`src/rtl/mmio_pkg.sv`:
```
// mmio_pkg: shared types and default address map for the MMIO I/O controller.
package mmio_pkg;

   // Bus command encoding; ILLEGAL behaves as NONE but flags bus_err.
   typedef enum logic [1:0] {
      NONE    = 2'b00,
      READ    = 2'b01,
      WRITE   = 2'b10,
      ILLEGAL = 2'b11
   } mem_cmd_t;

   // Read response FSM states.
   typedef enum logic {
      IDLE = 1'b0,
      RESP = 1'b1
   } rd_state_t;

   // Default I/O address map (9-bit bus).
   localparam logic [8:0] SW_ADDR  = 9'h140;
   localparam logic [8:0] LED_ADDR = 9'h100;
   localparam logic [8:0] HEX_ADDR = 9'h101;

endpackage : mmio_pkg

```
`src/rtl/mmio_sync.sv`:
```
// mmio_sync: multi-bit flop-chain synchroniser for slow board inputs.
// STAGES must be at least 2.
module mmio_sync #(
   parameter int WIDTH  = 8,
   parameter int STAGES = 2
) (
   input  logic             clk,
   input  logic             reset,
   input  logic [WIDTH-1:0] d,
   output logic [WIDTH-1:0] q
);

   logic [STAGES-1:0][WIDTH-1:0] chain;

   // Shift the raw input through the chain; the last stage is the safe copy.
   always_ff @(posedge clk) begin
      // NOTE: the chain is reset like any other state so a read right after
      // reset returns a known value instead of whatever the flops powered up to.
      if (reset) begin
         chain <= '0;
      end else begin
         // NOTE: non-blocking assignments let every stage sample the old value
         // of its neighbour, which is what makes this a chain and not a wire.
         chain <= {chain[STAGES-2:0], d};
      end
   end

   assign q = chain[STAGES-1];

endmodule : mmio_sync

```
`src/rtl/mmio_io_ctrl.sv`:
```
// mmio_io_ctrl: memory-mapped I/O block beside the RAM on the CPU bus.
// Holds the LED and HEX registers, exposes synchronised switches, and answers
// reads with one-cycle latency. Define MMIO_ACCESS_CNT_EN to add a saturating
// write counter readable (and clearable) at HEX_ADDR+1.
module mmio_io_ctrl #(
   parameter int                ADDR_W      = 9,
   parameter int                DATA_W      = 16,
   parameter logic [ADDR_W-1:0] SW_ADDR     = mmio_pkg::SW_ADDR,
   parameter logic [ADDR_W-1:0] LED_ADDR    = mmio_pkg::LED_ADDR,
   parameter logic [ADDR_W-1:0] HEX_ADDR    = mmio_pkg::HEX_ADDR,
   parameter int                SYNC_STAGES = 2
) (
   input  logic              clk,
   input  logic              reset,
   input  logic [1:0]        mem_cmd,
   input  logic [ADDR_W-1:0] mem_addr,
   input  logic [DATA_W-1:0] write_data,
   input  logic [7:0]        sw_in,
   output logic [DATA_W-1:0] read_data,
   output logic              read_hit,
   output logic [7:0]        ledr_out,
   output logic [DATA_W-1:0] hex_value,
   output logic              bus_err
);

   import mmio_pkg::*;

   localparam int PAD_W = DATA_W - 8;

   mem_cmd_t          cmd;
   rd_state_t         state;
   logic [7:0]        sw_sync;
   logic              io_decode;
   logic [DATA_W-1:0] rd_mux;

   assign cmd = mem_cmd_t'(mem_cmd);

   mmio_sync #(
      .WIDTH  (8),
      .STAGES (SYNC_STAGES)
   ) u_sw_sync (
      .clk   (clk),
      .reset (reset),
      .d     (sw_in),
      .q     (sw_sync)
   );

`ifdef MMIO_ACCESS_CNT_EN
   localparam logic [ADDR_W-1:0] CNT_ADDR = HEX_ADDR + {{(ADDR_W-1){1'b0}}, 1'b1};
   logic [7:0] acc_cnt;
`endif

   // Address decode and read-data selection for the I/O registers.
   always_comb begin
      // NOTE: defaults first so every path assigns both outputs and no latch
      // is inferred for addresses that fall into RAM space.
      io_decode = 1'b0;
      rd_mux    = '0;
      if (mem_addr == SW_ADDR) begin
         io_decode = 1'b1;
         rd_mux    = {{PAD_W{1'b0}}, sw_sync};
      end else if (mem_addr == LED_ADDR) begin
         io_decode = 1'b1;
         rd_mux    = {{PAD_W{1'b0}}, ledr_out};
      end else if (mem_addr == HEX_ADDR) begin
         io_decode = 1'b1;
         rd_mux    = hex_value;
      end
`ifdef MMIO_ACCESS_CNT_EN
      else if (mem_addr == CNT_ADDR) begin
         io_decode = 1'b1;
         rd_mux    = {{PAD_W{1'b0}}, acc_cnt};
      end
`endif
   end

   // CPU-writable registers and the sticky illegal-access flag.
   always_ff @(posedge clk) begin
      if (reset) begin
         ledr_out  <= '0;
         hex_value <= '0;
         bus_err   <= 1'b0;
      end else begin
         case (cmd)
            WRITE: begin
               if (mem_addr == LED_ADDR) ledr_out  <= write_data[7:0];
               if (mem_addr == HEX_ADDR) hex_value <= write_data;
               if (mem_addr == SW_ADDR)  bus_err   <= 1'b1;
            end
            ILLEGAL: bus_err <= 1'b1;
            default: ;
         endcase
      end
   end

`ifdef MMIO_ACCESS_CNT_EN
   // Saturating count of accepted LED/HEX writes; a write to CNT_ADDR clears it.
   always_ff @(posedge clk) begin
      if (reset) begin
         acc_cnt <= '0;
      end else if (cmd == WRITE) begin
         if (mem_addr == CNT_ADDR) begin
            acc_cnt <= '0;
         end else if ((mem_addr == LED_ADDR || mem_addr == HEX_ADDR) && acc_cnt != 8'hFF) begin
            acc_cnt <= acc_cnt + 8'd1;
         end
      end
   end
`endif

   // Read response FSM: a decoded READ loads read_data and raises read_hit next cycle.
   always_ff @(posedge clk) begin
      if (reset) begin
         state     <= IDLE;
         read_data <= '0;
         read_hit  <= 1'b0;
      end else begin
         case (state)
            IDLE, RESP: begin
               if (cmd == READ && io_decode) begin
                  state     <= RESP;
                  read_data <= rd_mux;
                  read_hit  <= 1'b1;
               end else begin
                  state     <= IDLE;
                  read_hit  <= 1'b0;
               end
            end
            default: begin
               state    <= IDLE;
               read_hit <= 1'b0;
            end
         endcase
      end
   end

endmodule : mmio_io_ctrl

```
`config.mk`:
```
export PLATFORM = sky130hd
export DESIGN_NAME = mmio_io_ctrl
export DESIGN_NICKNAME = d
export VERILOG_FILES = /design/src/rtl/mmio_pkg.sv /design/src/rtl/mmio_sync.sv /design/src/rtl/mmio_io_ctrl.sv
export SDC_FILE = /design/constraint.sdc
export NUM_CORES = 1
export LEC_CHECK = 0
export CAP_MARGIN = 10
export CORE_UTILIZATION = 50
export DETAILED_ROUTE_END_ITERATION = 12
export PLACE_DENSITY_LB_ADDON = 0.25
export REMOVE_ABC_BUFFERS = 1
export SYNTH_ARGS = -nofsm -noshare
export SYNTH_HDL_FRONTEND = slang
export SYNTH_HIERARCHICAL = 1
export SYNTH_SLANG_ARGS = --single-unit
```
`constraint.sdc`:
```
create_clock -name clk -period 3.4 [get_ports clk]
set_clock_uncertainty 0.1 [all_clocks]
set_input_delay 0.68 -clock clk [delete_from_list [all_inputs] [get_ports clk]]
set_output_delay 0.68 -clock clk [all_outputs]
set_load 0.05 [all_outputs]
```
# After elaboration in Yosys (flattened, before gate mapping)
# Cells that the tools add are included.
[classes] eq_ne=7 n_reduce_logical=5 n_mux=9
[ops] cell="16-bit two-way mux" count=3
[ops] cell="9-bit == test, second input constant" count=3
[ops] cell="2-bit AND reduction" count=3
[ops] cell="1-bit two-way mux" count=5
[ops] cell="2-bit == test, second input constant" count=2
[ops] cell="2-bit by 1-bit == test with 1-bit output, second input constant" count=1
[ops] cell="2-bit inequality test, second input constant" count=1
[ops] cell="1-bit one-hot mux with 2 select lines" count=1
[ops] cell="2-bit nonzero test" count=1
[ops] cell="1-bit logical AND" count=1
[word_totals] inputBits=37 regBits=58 elab_cells=28 out_inout_bits=42

# Longest topological paths before layout
[depth] depth_word=6 mapped_depth=6

# By module
# The synthesis kept the hierarchy.
[modules_own_cells] module="mmio_io_ctrl" seq_area_each_um2=840.8 area_each_um2=2035.7 cells_per_inst=195 instances=1
[modules_own_cells] module="mmio_sync" seq_area_each_um2=320.3 area_each_um2=524.3 cells_per_inst=41 instances=1

# Worst setup path after synthesis
# OpenSTA, ideal clock, no wires.
[synth_path] path_kind="in2reg" from="input mem_addr[7]" to="register read_data[13]" path_stages=5 arrival_ps=1646 n_path_buf=2 setup_time_ps=72 setup_slack_ps=1582 path_cell_list="nor4b_4 and4_1 buf_6 buf_6 mux2i_1"
[synth_via] elab_chain_cells=5 word_cells_on_any_way=10 classes_between="3 x eq/ne; 6 x mux; 1 x reduce/logical"
[synth_lines] element="start: declaration" line="mmio_io_ctrl.sv:16" rtl="input logic [ADDR_W-1:0] mem_addr,"
[synth_lines] element="9-bit == test" line="mmio_io_ctrl.sv:65" rtl="end else if (mem_addr == HEX_ADDR) begin"
[synth_lines] element="1-bit two-way mux" line="mmio_io_ctrl.sv:65"
[synth_lines] element="1-bit two-way mux" line="mmio_io_ctrl.sv:62" rtl="end else if (mem_addr == LED_ADDR) begin"
[synth_lines] element="1-bit two-way mux" line="mmio_io_ctrl.sv:59" rtl="if (mem_addr == SW_ADDR) begin"
[synth_lines] element="1-bit logical AND" line="mmio_io_ctrl.sv:120" rtl="if (cmd == READ && io_decode) begin"
[synth_lines] element="end signal: assignment" line="mmio_io_ctrl.sv:122" rtl="read_data <= rd_mux;"
[synth_lines] element="end: declaration" line="mmio_io_ctrl.sv:19" rtl="output logic [DATA_W-1:0] read_data,"
# Several ways; a longest one is shown, not always the timed one.
# A chain may end at the register's enable or synchronous reset.

# Final worst setup path
[layout_path] from="input mem_addr[1]" to="register read_data[9]"
# The elaborated chain is that of the path after synthesis.

==> results.md <==
* Run status: complete, no violations
* Clock sink count at 58
* DRT Pass-1 Iters at 4
* Layout cells sized above 1 at 12.5%
* Worst vdd ir at 261 µV
* Cell Count, Final, Fillers Out at 380
* Fraction of the core area covered by cells at the end of the flow at 72.7%
* Cell area after synthesis at 0.00256 mm²
* Setup Total Neg Slack at 0 ns
* Area of combinational cells with multiple inputs at between 0.001 and 0.0015 mm²
* Buffer depth of the longest clock path at 2
* Setup violators final at 0
* Number of antenna violations at the first check in global routing at 0
* Worst slew slack as a fraction of its limit at 57.1%
* Overall Power at 1410 µW
* Initial Util at 53.1%
* Count of pins over their slew limit at 0
* Maxcap violations at 0
* CTS Buf Count at 9
* Minimum setup slack after placement at 0.623 ns
* Horizontal die dimension at about 74 µm
* Global-route wire length before repair at 8.67 mm
* CTS root buf: sky130_fd_sc_hd__clkbuf_8
* Die ar. at 0.00541 mm²
* Commonest cells after routing, fill and taps aside: 77 x sky130_fd_sc_hd__clkdlybuf4s50_1, 58 x sky130_fd_sc_hd__dfxtp_1, 48 x sky130_fd_sc_hd__nand2b_1, 40 x sky130_fd_sc_hd__mux2i_1
* Post-CTS setup-driven buffer insertion count at 0
* Clock latency of the later-clocked register in the worst-skew pair at 0.34 ns
* Most common cell after layout, fill and taps aside: sky130_fd_sc_hd__clkdlybuf4s50_1
* Post-synthesis instance total at 236
* Maximum number of pins on one net before global-route repair at between 50 and 60
* Average wire per cell in the routed design at 14.4 µm
* FILL cells at 389
* #FFs+latches synth at 58
* Measured slew at the worst slew-check pin at 0.640 ns
* Remaining routing DRC violations at 0
* Element type at the critical path end: flop
* Core footprint at 0.00482 mm²
* GR Overflow Total at 0
* CTS tree: built
* Power Internal at roughly 1100 µW
* Type of the tightest min-delay check: flop to flop
* Path type of the worst setup path: primary input to flop
* Critical Path Fanout Max at 12
* Post-CTS sizing at 0
* Portion of total power attributed to the clock network at approximately 42%
* Overall fraction of global-route tracks in use at approximately 22%
* Height of the die at 73.6 µm
* RSZ-0062 raised after global routing: no
* CP arrival at around 2.6 ns
* Part of the power in combinational logic at 8.4%
* Final wirelength at 5.47 mm
* P&R area growth vs syn at 36.8%
* Most area-consuming cells after synthesis: sky130_fd_sc_hd__dfxtp_1 45%, sky130_fd_sc_hd__mux2i_1 16%, sky130_fd_sc_hd__nand2b_1 12%
* Sequential power share at 49.2%
* Post-synth top area share at 45.4%
* Post-synthesis sequential area ratio at 45.4%
* Req. time, crit path at 3.56 ns
* Initial drt markers at 110
* Standby leakage power at 0.00132 µW
* Hpwl dp at 3.69 mm
* Via count of the first global-routing pass at roughly 1,800
* Number of placement rows at 25
* Count of synthesis-stage warnings from yosys at 6
* Syn Area/Cell at 10.8 µm²
* Cell Count Post-Placement at 364
* Switching power of the nets at 311 µW
* GP Congestion at about 0.69
* Min Clock Period, post-route at 2.45 ns
* Routed via count divided by cell count at 5.18
* Power Dens Cells at 402 mW/mm²
* Routed Antenna Nets at 0
* Library cell occupying the most area in the post-synthesis netlist: sky130_fd_sc_hd__dfxtp_1
* CTS clock-pin slew for the worst setup and hold paths at around 0.060 ns
* Number of hold violations in the final report at 0
* Top Ports at 79
* Final WS setup at 0.950 ns
* Port Buffers at 78
* Post-CTS Hold Fix Bufs at 0
* Post-route clock period utilization at 72.1%
* H-tree depth reported by CTS at 3
* Highest achievable clock rate at 0.408 GHz
* Final net count at 345
* Distinct cell type count of the synthesized netlist at 22
* Switching share of total power at 22.1%
* DR vias at 1,970
* Antenna fix cells at 0
* Register area at 0.00116 mm²
* Critical Path Source Type: primary input
[metal layers]
metal  vias up  global-route usage, %  part of all wire, %
met5         -                      0                    0
met4         0                   10.9                  1.5
met3         7                   5.76                  5.9
met2        66                   34.9                   49
met1       932                   26.6                   44
li1        965                      -                    -
[cell usage after synthesis (all sizes together)]
| library cell | number |
|---|---|
| dfxtp | 58 |
| nand2b | 48 |
| mux2i | 40 |
| buf | 18 |
| nor2b | 14 |
| a211oi | 9 |
| a2bb2oi | 8 |
| a41oi | 8 |
| clkbuf | 8 |
| nand3b | 8 |
| and2b | 6 |
| nor2 | 3 |
| and4 | 2 |
| nand4 | 2 |
| nand2 | 1 |
| nand4b | 1 |
| nor3 | 1 |
| nor4b | 1 |
[metrics by stage]
stage | hold WS, ns | cell area (µm²)
after floorplan | 0.315 | 2400
after global placement | 0.321 | 3320
after detailed placement | 0.321 | 3320
after CTS | 0.341 | 3500
after global routing | 0.358 | 3500
final | 0.335 | 3500
[power groups by stage]
stage	Combinational [µW]	Sequential [µW]	Clock (µW)
floorplan	42.5	710	0
detailed placement	119	707	0
global placement	116	707	0
global route	127	692	636
finish	119	692	597
CTS	119	692	604
[final timing paths]
kind / start / slack (ns) / cells after the start / endpoint
setup / recovery: mem_addr[1] / 0.95 / 5 / read_data[9]$_SDFFE_PP0P_
hold reg to reg: u_sw_sync/chain[5]$_SDFF_PP0_ / 0.33 / 1 / u_sw_sync/q[5]$_SDFF_PP0_
hold / removal: u_sw_sync/chain[5]$_SDFF_PP0_ / 0.33 / 1 / u_sw_sync/q[5]$_SDFF_PP0_
setup reg to reg: ledr_out[2]$_SDFFE_PP0P_ / 2.38 / 3 / read_data[2]$_SDFFE_PP0P_
[state kept, by name, indices dropped and copies added, names as in the netlist]
signal	count
hex_value	16
read_data	16
ledr_out	8
u_sw_sync/chain	8
u_sw_sync/q	8
bus_err	1
read_hit	1
[cell families (layout without fill, tap and decap cells)]
family,Yosys count,after routing,synth area share [%]
simple gates,87,87,24.5
flops,58,58,45.4
mux,40,40,15.6
buf+inv,26,103,6.40
compound gates,25,25,8.11
[final cells by class]
class                   count  share of cell area (%)
multi-input cells         152                    35.3
clock inverters             3                    1.14
repair buffers             87                    24.1
well taps                  67                    2.39
flip-flops and latches     58                    33.2
clock buffers              13                    3.97
[critical path, cell delays in order]
cell and delay, ns:
sky130_fd_sc_hd__clkdlybuf4s50_1 0.42, sky130_fd_sc_hd__nor3_2 0.56, sky130_fd_sc_hd__and4_1 0.46, sky130_fd_sc_hd__buf_4 0.28
sky130_fd_sc_hd__mux2i_1 0.21
No activity file was read; power rests on OpenSTA's default activity.
